## src/rtl/educ8_pkg.sv

```systemverilog
// Shared constants for the EDUC-8 major-state sequencer: major-state
// indices and one-hot codes, opcode values, default timing parameters
// and the controller state type.
package educ8_pkg;

  localparam int TP_W_DEF   = 3;
  localparam int MEM_TP_DEF = 3;

  localparam int MS_FETCH = 0;
  localparam int MS_DEFER = 1;
  localparam int MS_EXEC  = 2;
  localparam int MS_INT   = 3;

  localparam logic [3:0] MAJOR_IDLE  = 4'b0000;
  localparam logic [3:0] MAJOR_FETCH = 4'(1 << MS_FETCH);
  localparam logic [3:0] MAJOR_DEFER = 4'(1 << MS_DEFER);
  localparam logic [3:0] MAJOR_EXEC  = 4'(1 << MS_EXEC);
  localparam logic [3:0] MAJOR_INT   = 4'(1 << MS_INT);

  localparam logic [2:0] OP_AND = 3'd0;
  localparam logic [2:0] OP_TAD = 3'd1;
  localparam logic [2:0] OP_ISZ = 3'd2;
  localparam logic [2:0] OP_DCA = 3'd3;
  localparam logic [2:0] OP_JMS = 3'd4;
  localparam logic [2:0] OP_JMP = 3'd5;
  localparam logic [2:0] OP_IOT = 3'd6;
  localparam logic [2:0] OP_OPR = 3'd7;

  typedef enum logic [2:0] {
    ST_IDLE,
    ST_FETCH,
    ST_DEFER,
    ST_EXEC,
    ST_INT
  } state_e;

  // One-hot front-panel major-state code for a controller state.
  function automatic logic [3:0] major_onehot(state_e s);
    case (s)
      ST_FETCH: major_onehot = MAJOR_FETCH;
      ST_DEFER: major_onehot = MAJOR_DEFER;
      ST_EXEC:  major_onehot = MAJOR_EXEC;
      ST_INT:   major_onehot = MAJOR_INT;
      default:  major_onehot = MAJOR_IDLE;
    endcase
  endfunction

endpackage

```

## src/rtl/educ8_tp_gen.sv

```systemverilog
// Time-pulse generator: TP_W-bit pulse counter with synchronous clear,
// hold while the memory access at MEM_TP is pending, registered one-hot
// decode and a last-pulse flag for the parent FSM.
module educ8_tp_gen
  import educ8_pkg::*;
#(
  parameter int TP_W   = TP_W_DEF,
  parameter int MEM_TP = MEM_TP_DEF
) (
  input  logic                   clk,
  input  logic                   nclr,
  input  logic                   run_i,
  input  logic                   clr_i,
  input  logic                   mem_ready_i,
  output logic [(1<<TP_W)-1:0]   tp_o,
  output logic                   last_o,
  output logic                   adv_o
);

  localparam int N = 1 << TP_W;

  logic [TP_W-1:0] cnt_q, cnt_d;
  logic [N-1:0]    tp_q, tp_d;
  logic            stall;

  // A MEM_TP outside the pulse range can never be reached, so it never stalls.
  assign stall  = (MEM_TP < N) && (cnt_q == TP_W'(MEM_TP)) && !mem_ready_i;
  assign adv_o  = !stall;
  assign last_o = run_i && (&cnt_q);
  assign tp_o   = tp_q;

  // Next count (natural wrap at N-1) and its one-hot decode; clear blanks tp.
  always_comb begin
    cnt_d = cnt_q;
    if (clr_i) begin
      cnt_d = '0;
    end else if (run_i && !stall) begin
      cnt_d = cnt_q + TP_W'(1);
    end
    tp_d = '0;
    if (!clr_i) begin
      tp_d[cnt_d] = 1'b1;
    end
  end

  // Counter and pulse register, so tp changes on the same edge as the count.
  always_ff @(posedge clk) begin
    if (!nclr) begin
      cnt_q <= '0;
      tp_q  <= '0;
    end else begin
      cnt_q <= cnt_d;
      tp_q  <= tp_d;
    end
  end

endmodule

```

## src/rtl/educ8_major_state_ctrl.sv

```systemverilog
// EDUC-8 major-state controller: FETCH/DEFER/EXECUTE(/INTERRUPT) sequencing
// and run/stop/single-step handling at the instruction boundary.
// Optional interrupt entry is built when EDUC8_INTERRUPT_EN is defined.
module educ8_major_state_ctrl
  import educ8_pkg::*;
#(
  parameter int TP_W   = TP_W_DEF,
  parameter int MEM_TP = MEM_TP_DEF
) (
  input  logic       clk,
  input  logic       nclr,
  input  logic       start,
  input  logic       stop,
  input  logic       sstep,
  input  logic       hlt_req,
  input  logic [2:0] opcode,
  input  logic       ind,
  input  logic       mem_ready,
  input  logic       int_req,
  output logic [3:0] major,
  output logic [7:0] tp,
  output logic       running,
  output logic       instr_done,
  output logic       int_ack
);

  localparam int N = 1 << TP_W;
`ifdef EDUC8_INTERRUPT_EN
  localparam logic [3:0] MAJOR_MASK = 4'b1111;
`else
  localparam logic [3:0] MAJOR_MASK = 4'b0111;
`endif

  state_e       state_q, state_d;
  logic [2:0]   op_q, op_d;
  logic         ind_q, ind_d;
  logic [3:0]   major_q;
  logic         running_q;
  logic         boundary;
  logic         end_pulse;
  logic         tp_last;
  logic         tp_adv;
  logic         tp_clr;
  logic [N-1:0] tp_n;

  assign end_pulse = tp_last && tp_adv;
  assign tp_clr    = (state_d == ST_IDLE);

  educ8_tp_gen #(
    .TP_W   (TP_W),
    .MEM_TP (MEM_TP)
  ) u_tp_gen (
    .clk         (clk),
    .nclr        (nclr),
    .run_i       (running_q),
    .clr_i       (tp_clr),
    .mem_ready_i (mem_ready),
    .tp_o        (tp_n),
    .last_o      (tp_last),
    .adv_o       (tp_adv)
  );

  // Map the N decoded pulses onto the fixed 8-bit tp port.
  genvar gi;
  generate
    for (gi = 0; gi < 8; gi++) begin : g_tp
      if (gi < N) begin : g_used
        assign tp[gi] = tp_n[gi];
      end else begin : g_zero
        assign tp[gi] = 1'b0;
      end
    end
  endgenerate

`ifdef EDUC8_INTERRUPT_EN
  logic int_ack_q, int_ack_d;
  assign int_ack = int_ack_q;
`else
  logic unused_int_req;
  assign unused_int_req = int_req;
  assign int_ack        = 1'b0;
`endif

  // Next major state; FETCH decides with the live opcode, later states with the latched copy.
  always_comb begin
    state_d  = state_q;
    op_d     = op_q;
    ind_d    = ind_q;
    boundary = 1'b0;
`ifdef EDUC8_INTERRUPT_EN
    int_ack_d = 1'b0;
`endif
    case (state_q)
      ST_IDLE: begin
        if (start) state_d = ST_FETCH;
      end
      ST_FETCH: begin
        if (end_pulse) begin
          op_d  = opcode;
          ind_d = ind;
          if (ind && (opcode <= OP_JMP))  state_d  = ST_DEFER;
          else if (opcode <= OP_JMS)      state_d  = ST_EXEC;
          else                            boundary = 1'b1;
        end
      end
      ST_DEFER: begin
        if (end_pulse) begin
          if (op_q <= OP_JMS) state_d  = ST_EXEC;
          else                boundary = 1'b1;
        end
      end
      ST_EXEC: begin
        if (end_pulse) boundary = 1'b1;
      end
`ifdef EDUC8_INTERRUPT_EN
      ST_INT: begin
        if (end_pulse) boundary = 1'b1;
      end
`endif
      default: state_d = ST_IDLE;
    endcase
    if (boundary) begin
      if (stop || sstep || hlt_req) begin
        state_d = ST_IDLE;
      end
`ifdef EDUC8_INTERRUPT_EN
      else if (int_req) begin
        state_d   = ST_INT;
        int_ack_d = 1'b1;
      end
`endif
      else begin
        state_d = ST_FETCH;
      end
    end
  end

  // The end-of-instruction strobe is the boundary decision itself, so it
  // cannot fire while a last-pulse memory stall is still holding the count.
  assign instr_done = boundary;
  assign major      = major_q;
  assign running    = running_q;

  // State register with registered one-hot major code and running flag.
  always_ff @(posedge clk) begin
    if (!nclr) begin
      state_q   <= ST_IDLE;
      op_q      <= OP_AND;
      ind_q     <= 1'b0;
      major_q   <= MAJOR_IDLE;
      running_q <= 1'b0;
`ifdef EDUC8_INTERRUPT_EN
      int_ack_q <= 1'b0;
`endif
    end else begin
      state_q   <= state_d;
      op_q      <= op_d;
      ind_q     <= ind_d;
      major_q   <= major_onehot(state_d) & MAJOR_MASK;
      running_q <= (state_d != ST_IDLE);
`ifdef EDUC8_INTERRUPT_EN
      int_ack_q <= int_ack_d;
`endif
    end
  end

endmodule
```

## config.mk

```make
export PLATFORM = sky130hd
export DESIGN_NAME = educ8_major_state_ctrl
export DESIGN_NICKNAME = d
export VERILOG_FILES = /design/src/rtl/educ8_pkg.sv /design/src/rtl/educ8_tp_gen.sv /design/src/rtl/educ8_major_state_ctrl.sv
export SDC_FILE = /design/constraint.sdc
export NUM_CORES = 1
export LEC_CHECK = 0
export CAP_MARGIN = 25
export CORE_MARGIN = 10
export CORE_UTILIZATION = 50
export DETAILED_ROUTE_END_ITERATION = 16
export GPL_ROUTABILITY_DRIVEN = 1
export PLACE_DENSITY = 0.81
export REMOVE_ABC_BUFFERS = 1
export SLEW_MARGIN = 40
export SYNTH_ARGS = -nofsm -noshare
export SYNTH_HDL_FRONTEND = slang
export SYNTH_SLANG_ARGS = --single-unit
```

## constraint.sdc

```tcl
create_clock -name clk -period 3.2 [get_ports clk]
set_input_delay 0.48 -clock clk [delete_from_list [all_inputs] [get_ports clk]]
set_output_delay 0.48 -clock clk [all_outputs]
set_load 0.005 [all_outputs]
```

==> results.sh, run 1 <==
export IMPL_cts_hold_fix_buffers=0
export IMPL_vias=843
export IMPL_synth_edf_count=0
export IMPL_maxSlewHeadroom=0.623
export IMPL_fin_crit_sh=0.839
export IMPL_synth_ff_type="dfxtp_1"
export IMPL_synth_seq_cells=21
export IMPL_instances_no_fill=158
export IMPL_yosysTopAreaCell="dfxtp_1"
export IMPL_rows=16
export IMPL_arrival_ns=2.21
export IMPL_die_w_um=66.0
export IMPL_worstReg2RegEnd="major[1]"
export IMPL_dieArea_um2=4350
export IMPL_switchingPower_uw=111
export IMPL_max_vdd_ir_drop_uv=273
export IMPL_num_antenna_cells=0
export IMPL_powerDensity_nw_per_um2=346
export IMPL_rsz0062_at_grt="no"
export IMPL_pwr_share_comb=0.106
export IMPL_crit_required_ns=2.72
export IMPL_skew_ns=0.00690
export IMPL_cts_made_buffers=3
export IMPL_swShare=0.247
export IMPL_cts_htree_levels=1
export IMPL_p_leak_nw=0.436
export IMPL_drc=0
export IMPL_critPathCaptureType="primary output"
export IMPL_synth_cell_type_count=37
export IMPL_core_area_um2=1980
export IMPL_worstReg2RegStart="u_tp_gen.cnt_q[0]"
export IMPL_synth_area_um2=1060
export IMPL_finalNetCount=147
export IMPL_clock_root_buffer="clkbuf_4"
export IMPL_run_status="finished, final reports clean"
export IMPL_setup_violations=0
export IMPL_grt_overflow_total=0
export IMPL_cts_resized=0
export IMPL_synth_top_area_share=0.398
export IMPL_critical_path_class="register to primary output"
export IMPL_dr_pass1_iters=5
export IMPL_drive_gt1_frac=0.137
export IMPL_min_period_ns=2.69
export IMPL_async_reset_ff_frac=0
export IMPL_hold_ws_ns=0.546
export IMPL_io_pins=27
export IMPL_fin_area_um2=1290
export IMPL_ant_nets=0
export IMPL_critPathMaxFanout=10
export IMPL_grt_antenna_before_repair=0
export IMPL_worst_pin_slew_ns=0.566
export IMPL_finalHoldViolCount=0
export IMPL_hp_class="register to register"
export IMPL_syn2layout_area_growth_pct=22.6
export IMPL_initial_utilization=0.533
export IMPL_yosys_warnings=0
export IMPL_grt_pass1_vias=895
export IMPL_io_buffers=23
export IMPL_dieHeight_um=66.0
export IMPL_dpl_instance_area_um2=1270
export IMPL_cts_tree="yes"
export IMPL_p_seq_frac=0.602
export IMPL_clk_latency_ns=0.31
export IMPL_clk_pin_slew_worst_paths_ns=0.11
export IMPL_place_congestion=0.757
export IMPL_grt_max_degree=17
export IMPL_maxSlewViolCount=0
export IMPL_fmax_ghz=0.372
export IMPL_post_cts_buffers=0
export IMPL_drt_initial_drc_count=18
export IMPL_detail_route_wl_per_cell_um=14.2
export IMPL_viasPerCell=5.34
export IMPL_clk_path_buf_depth=2
export IMPL_syn_avg_cell_area_um2=9.69
export IMPL_worst_r2r_cell_count=7
export IMPL_netlist_top_cells_area="dfxtp_1, a21oi_2, a21oi_1, buf_6, mux2i_1"
export IMPL_cp_start_kind="register"
export IMPL_grtUsageTotal=0.111
export IMPL_drv_cap=0
export IMPL_cp_endpoint="instr_done"
export IMPL_critical_path_startpoint="u_tp_gen.cnt_q[0]"
export IMPL_clock_sinks=21
export IMPL_pwr_share_clk=0.292
export IMPL_final_common_cell="clkdlybuf4s50_1"
export IMPL_dpl_hpwl_um=1690
export IMPL_p_int_uw=337
export IMPL_rrSetupSlack_ns=0.94
export IMPL_synth_seq_area_share=0.398
export IMPL_finalSetupTns_ns=0
export IMPL_synthCells=109
export IMPL_grt_pass1_wl_um=3930
export IMPL_placed_cells=154
export IMPL_routed_wl_um=2240
export IMPL_final_cell_mix="clkdlybuf4s50_1, dfxtp_1, a21oi_1, nand2_1, a21oi_2"
registers in the layout (all words and copies together), names as in the netlist:
| name | count |
|---|---|
| op_q | 3 |
| state_q | 3 |
| running | 1 |
| u_tp_gen.tp_o | 8 |
| major | 3 |
| u_tp_gen.cnt_q | 3 |
cell usage after synthesis, types with 2 or more instances:
cell,count
nand2_1,10
inv_1,3
o21ai_0,2
nor2_1,2
nor3b_1,2
a21oi_1,11
o211ai_1,2
ha_1,3
a21oi_2,7
dfxtp_1,21
nand2b_1,3
buf_4,2
mux2i_1,4
nor2b_1,4
a211o_1,2
buf_6,4
nand4b_1,2
nor3_1,3
o21a_1,3
a211oi_1,2
metal layers:
layer	vias to the layer above	track usage	share of wire
met2	22	0.174	0.47
li1	425	-	-
met4	0	0.0576	0.011
met5	-	0	0
met1	392	0.124	0.44
met3	4	0.0508	0.076
power by group through the flow:
stage	clock (mW)	combinational (mW)	sequential, mW
after global placement	0	0.0463	0.275
after global routing	0.146	0.0522	0.270
after detailed placement	0	0.0471	0.275
final	0.131	0.0473	0.269
after CTS	0.133	0.0474	0.269
after floorplan	0	0.0243	0.275
how the worst min path moves through the flow:
stage                     slack [ns]  cells after the start      end    start
final                           0.55                      2  op_q[0]  op_q[0]
after global routing            0.60                      2  op_q[0]  op_q[0]
after CTS                       0.55                      2  op_q[0]  op_q[0]
after detailed placement        0.53                      2  op_q[0]  op_q[0]
after global placement          0.50                      2  op_q[0]  op_q[0]
after floorplan                 0.48                      2  op_q[2]  op_q[2]
logic make-up (layout without fill, tap and decap cells):
| kind of cell | Yosys count | count (layout) | share of synthesized area |
|---|---|---|---|
| buf+inv | 11 | 31 | 0.0746 |
| compound gates | 33 | 33 | 0.225 |
| xor+xnor | 1 | 1 | 0.00830 |
| mux | 5 | 5 | 0.0486 |
| fa+ha+maj | 3 | 3 | 0.0355 |
| other cells | 1 | 3 | 0.00355 |
| flops | 21 | 21 | 0.398 |
| simple gates | 34 | 34 | 0.206 |
worst max-delay path, cell delays in order (launching register included):
cell	delay, ns
dfxtp_1	0.42
ha_1	0.26
ha_1	0.23
nand2b_4	0.14
nand3_4	0.11
nor3_1	0.20
clkdlybuf4s50_1	0.53
through the flow:
| step | util | worst slack [ns] | power, mW |
|---|---|---|---|
| 4_1_cts | 0.653 | 0.506 | 0.450 |
| 6_report | 0.653 | 0.514 | 0.448 |
| 2_1_floorplan | - | 0.845 | 0.299 |
| 5_1_grt | 0.653 | 0.363 | 0.469 |
| 3_5_place_dp | 0.640 | 0.660 | 0.322 |
| 3_3_place_gp | 0.640 | 0.640 | 0.321 |
layout make-up:
type | count | area (um2)
clock buffers | 3 | 22.5
multi-input cells | 79 | 564
flip-flops and latches | 21 | 420
repair buffers | 24 | 238
clock inverters | 1 | 5.00
fillers | 161 | 687
well taps | 27 | 33.8
inverters | 3 | 11.3
(Power assumes the default switching activity.)
==> inputs of run 2 (changes only) <==
--- a/config.mk
+++ b/config.mk
@@ -7,10 +7,10 @@
 export LEC_CHECK = 0
 export CAP_MARGIN = 25
 export CORE_MARGIN = 10
-export CORE_UTILIZATION = 50
+export CORE_UTILIZATION = 43
 export DETAILED_ROUTE_END_ITERATION = 16
 export GPL_ROUTABILITY_DRIVEN = 1
-export PLACE_DENSITY = 0.81
+export PLACE_DENSITY = 0.74
 export REMOVE_ABC_BUFFERS = 1
 export SLEW_MARGIN = 40
 export SYNTH_ARGS = -nofsm -noshare
==> constraint.sdc (replaced) <==
create_clock -name clk -period 2.2 [get_ports clk]
set_input_delay 0.33 -clock clk [delete_from_list [all_inputs] [get_ports clk]]
set_output_delay 0.33 -clock clk [all_outputs]
set_load 0.005 [all_outputs]
==> run 2 against run 1 <==
Compared with the run above: clock power rose by 35%; clock skew fell by 0.0021 ns; via count rose by 5.0%; combinational power rose by 77%; critical endpoint unchanged; global-route usage fell by 1.7 points; routed wire length rose by 5.4%; sequential share of layout area fell by 1.8 points; critical path depth did not move; largest power group unchanged; cell count rose by 6.3%.
==> results.sh, run 2 (synthesis results as in run 1) <==
export IMPL_run_status="finished, final reports clean"
export IMPL_clk_latency_ns=0.29
export IMPL_final_cell_mix="clkdlybuf4s50_1, dfxtp_1, a21oi_1, nand2_1, buf_4"
export IMPL_p_leak_nw=0.488
export IMPL_arrival_ns=1.66
export IMPL_cts_tree="yes"
export IMPL_finalNetCount=156
export IMPL_grt_antenna_before_repair=0
export IMPL_critPathMaxFanout=2
export IMPL_viasPerCell=5.27
export IMPL_grt_max_degree=17
export IMPL_clk_path_buf_depth=2
export IMPL_clock_sinks=21
export IMPL_rows=17
export IMPL_die_w_um=69.6
export IMPL_pwr_share_comb=0.128
export IMPL_dpl_hpwl_um=1850
export IMPL_pwr_share_clk=0.272
export IMPL_dieArea_um2=4840
export IMPL_cp_start_kind="register"
export IMPL_clk_pin_slew_worst_paths_ns=0.11
export IMPL_setup_violations=0
export IMPL_switchingPower_uw=151
export IMPL_crit_required_ns=1.87
export IMPL_fmax_ghz=0.502
export IMPL_min_period_ns=1.99
export IMPL_io_buffers=23
export IMPL_dieHeight_um=69.6
export IMPL_grt_pass1_vias=861
export IMPL_total_power_uw=652
export IMPL_p_int_uw=501
export IMPL_drt_initial_drc_count=20
export IMPL_vias=885
export IMPL_cts_htree_levels=1
export IMPL_initial_utilization=0.464
export IMPL_max_vdd_ir_drop_uv=419
export IMPL_clock_root_buffer="clkbuf_4"
export IMPL_skew_ns=0.00481
export IMPL_routed_wl_um=2360
export IMPL_critPathCaptureType="primary output"
export IMPL_rrSetupSlack_ns=0.24
export IMPL_p_seq_frac=0.600
export IMPL_io_pins=27
export IMPL_cts_made_buffers=3
export IMPL_critical_path_class="register to primary output"
export IMPL_drive_gt1_frac=0.200
export IMPL_syn2layout_area_growth_pct=30.3
export IMPL_dr_pass1_iters=4
export IMPL_finalHoldViolCount=0
export IMPL_detail_route_wl_per_cell_um=14.1
export IMPL_grtUsageTotal=0.0939
export IMPL_rsz0062_at_grt="no"
export IMPL_core_area_um2=2280
export IMPL_fin_crit_sh=0.906
export IMPL_drv_cap=0
export IMPL_place_congestion=0.808
export IMPL_largest_register_ffs=8
export IMPL_grt_pass1_wl_um=3970
export IMPL_instances_no_fill=168
export IMPL_ant_nets=0
export IMPL_powerDensity_nw_per_um2=474
export IMPL_swShare=0.232
export IMPL_hp_class="register to register"
export IMPL_placed_cells=164
export IMPL_hold_ws_ns=0.528
export IMPL_grt_overflow_total=0
export IMPL_post_cts_buffers=0
export IMPL_num_antenna_cells=0
export IMPL_drc=0
export IMPL_final_common_cell="clkdlybuf4s50_1"
export IMPL_maxSlewViolCount=0
run 2: layout make-up:
class | instances | area [um2]
fillers | 195 | 900
multi-input cells | 79 | 564
flip-flops and latches | 21 | 422
repair buffers | 33 | 317
well taps | 28 | 35.0
clock buffers | 3 | 22.5
inverters | 3 | 11.3
clock inverters | 1 | 5.00
run 2: worst max-delay path, stage by stage, from the launching register on:
cell and delay, ns:
dfxtp_1 0.33, ha_1 0.21, ha_1 0.22, nand2b_4 0.09, nand3_4 0.07, nor3_1 0.18, dlygate4sd2_1 0.26
run 2: per-layer routing:
metal / share of wire / vias to the layer above / track usage
met2: 0.49 / 27 / 0.157
met1: 0.43 / 410 / 0.108
met4: 0.0051 / 0 / 0.0111
met5: 0 / - / 0
li1: - / 446 / -
met3: 0.084 / 2 / 0.0456
run 2: repair_timing:
action | CTS | global route
resized for setup | 2 | 0
hold buffers | 0 | 0
setup endpoints to repair | 1 | 0
run 2: path summary, 6_finish.rpt:
path                 to  depth (start not counted)               from
max reg2reg    major[1]                          9  u_tp_gen.cnt_q[0]
min reg2reg     op_q[0]                          2            op_q[0]
min             op_q[0]                          2            op_q[0]
max          instr_done                          6  u_tp_gen.cnt_q[0]
run 2: stage by stage:
| step | TNS [ns] | setup WS, ns | cell area, um2 | util |
|---|---|---|---|---|
| 2_1_floorplan | -1.55 | -0.155 | 996 | - |
| 3_3_place_gp | -0.00883 | -0.00883 | 1350 | 0.593 |
| 3_5_place_dp | -0.0180 | -0.0180 | 1350 | 0.593 |
| 4_1_cts | 0 | 0.190 | 1380 | 0.605 |
| 5_1_grt | 0 | 0.0698 | 1380 | 0.605 |
| 6_report | 0 | 0.207 | 1380 | 0.605 |
run 2: power groups by stage:
| stage | clock (mW) | combinational [mW] | sequential, mW |
|---|---|---|---|
| 5_1_grt | 0.204 | 0.0909 | 0.393 |
| 2_1_floorplan | 0 | 0.0353 | 0.400 |
| 4_1_cts | 0.182 | 0.0842 | 0.391 |
| 3_5_place_dp | 0 | 0.0835 | 0.400 |
| 6_report | 0.177 | 0.0837 | 0.392 |
| 3_3_place_gp | 0 | 0.0823 | 0.399 |
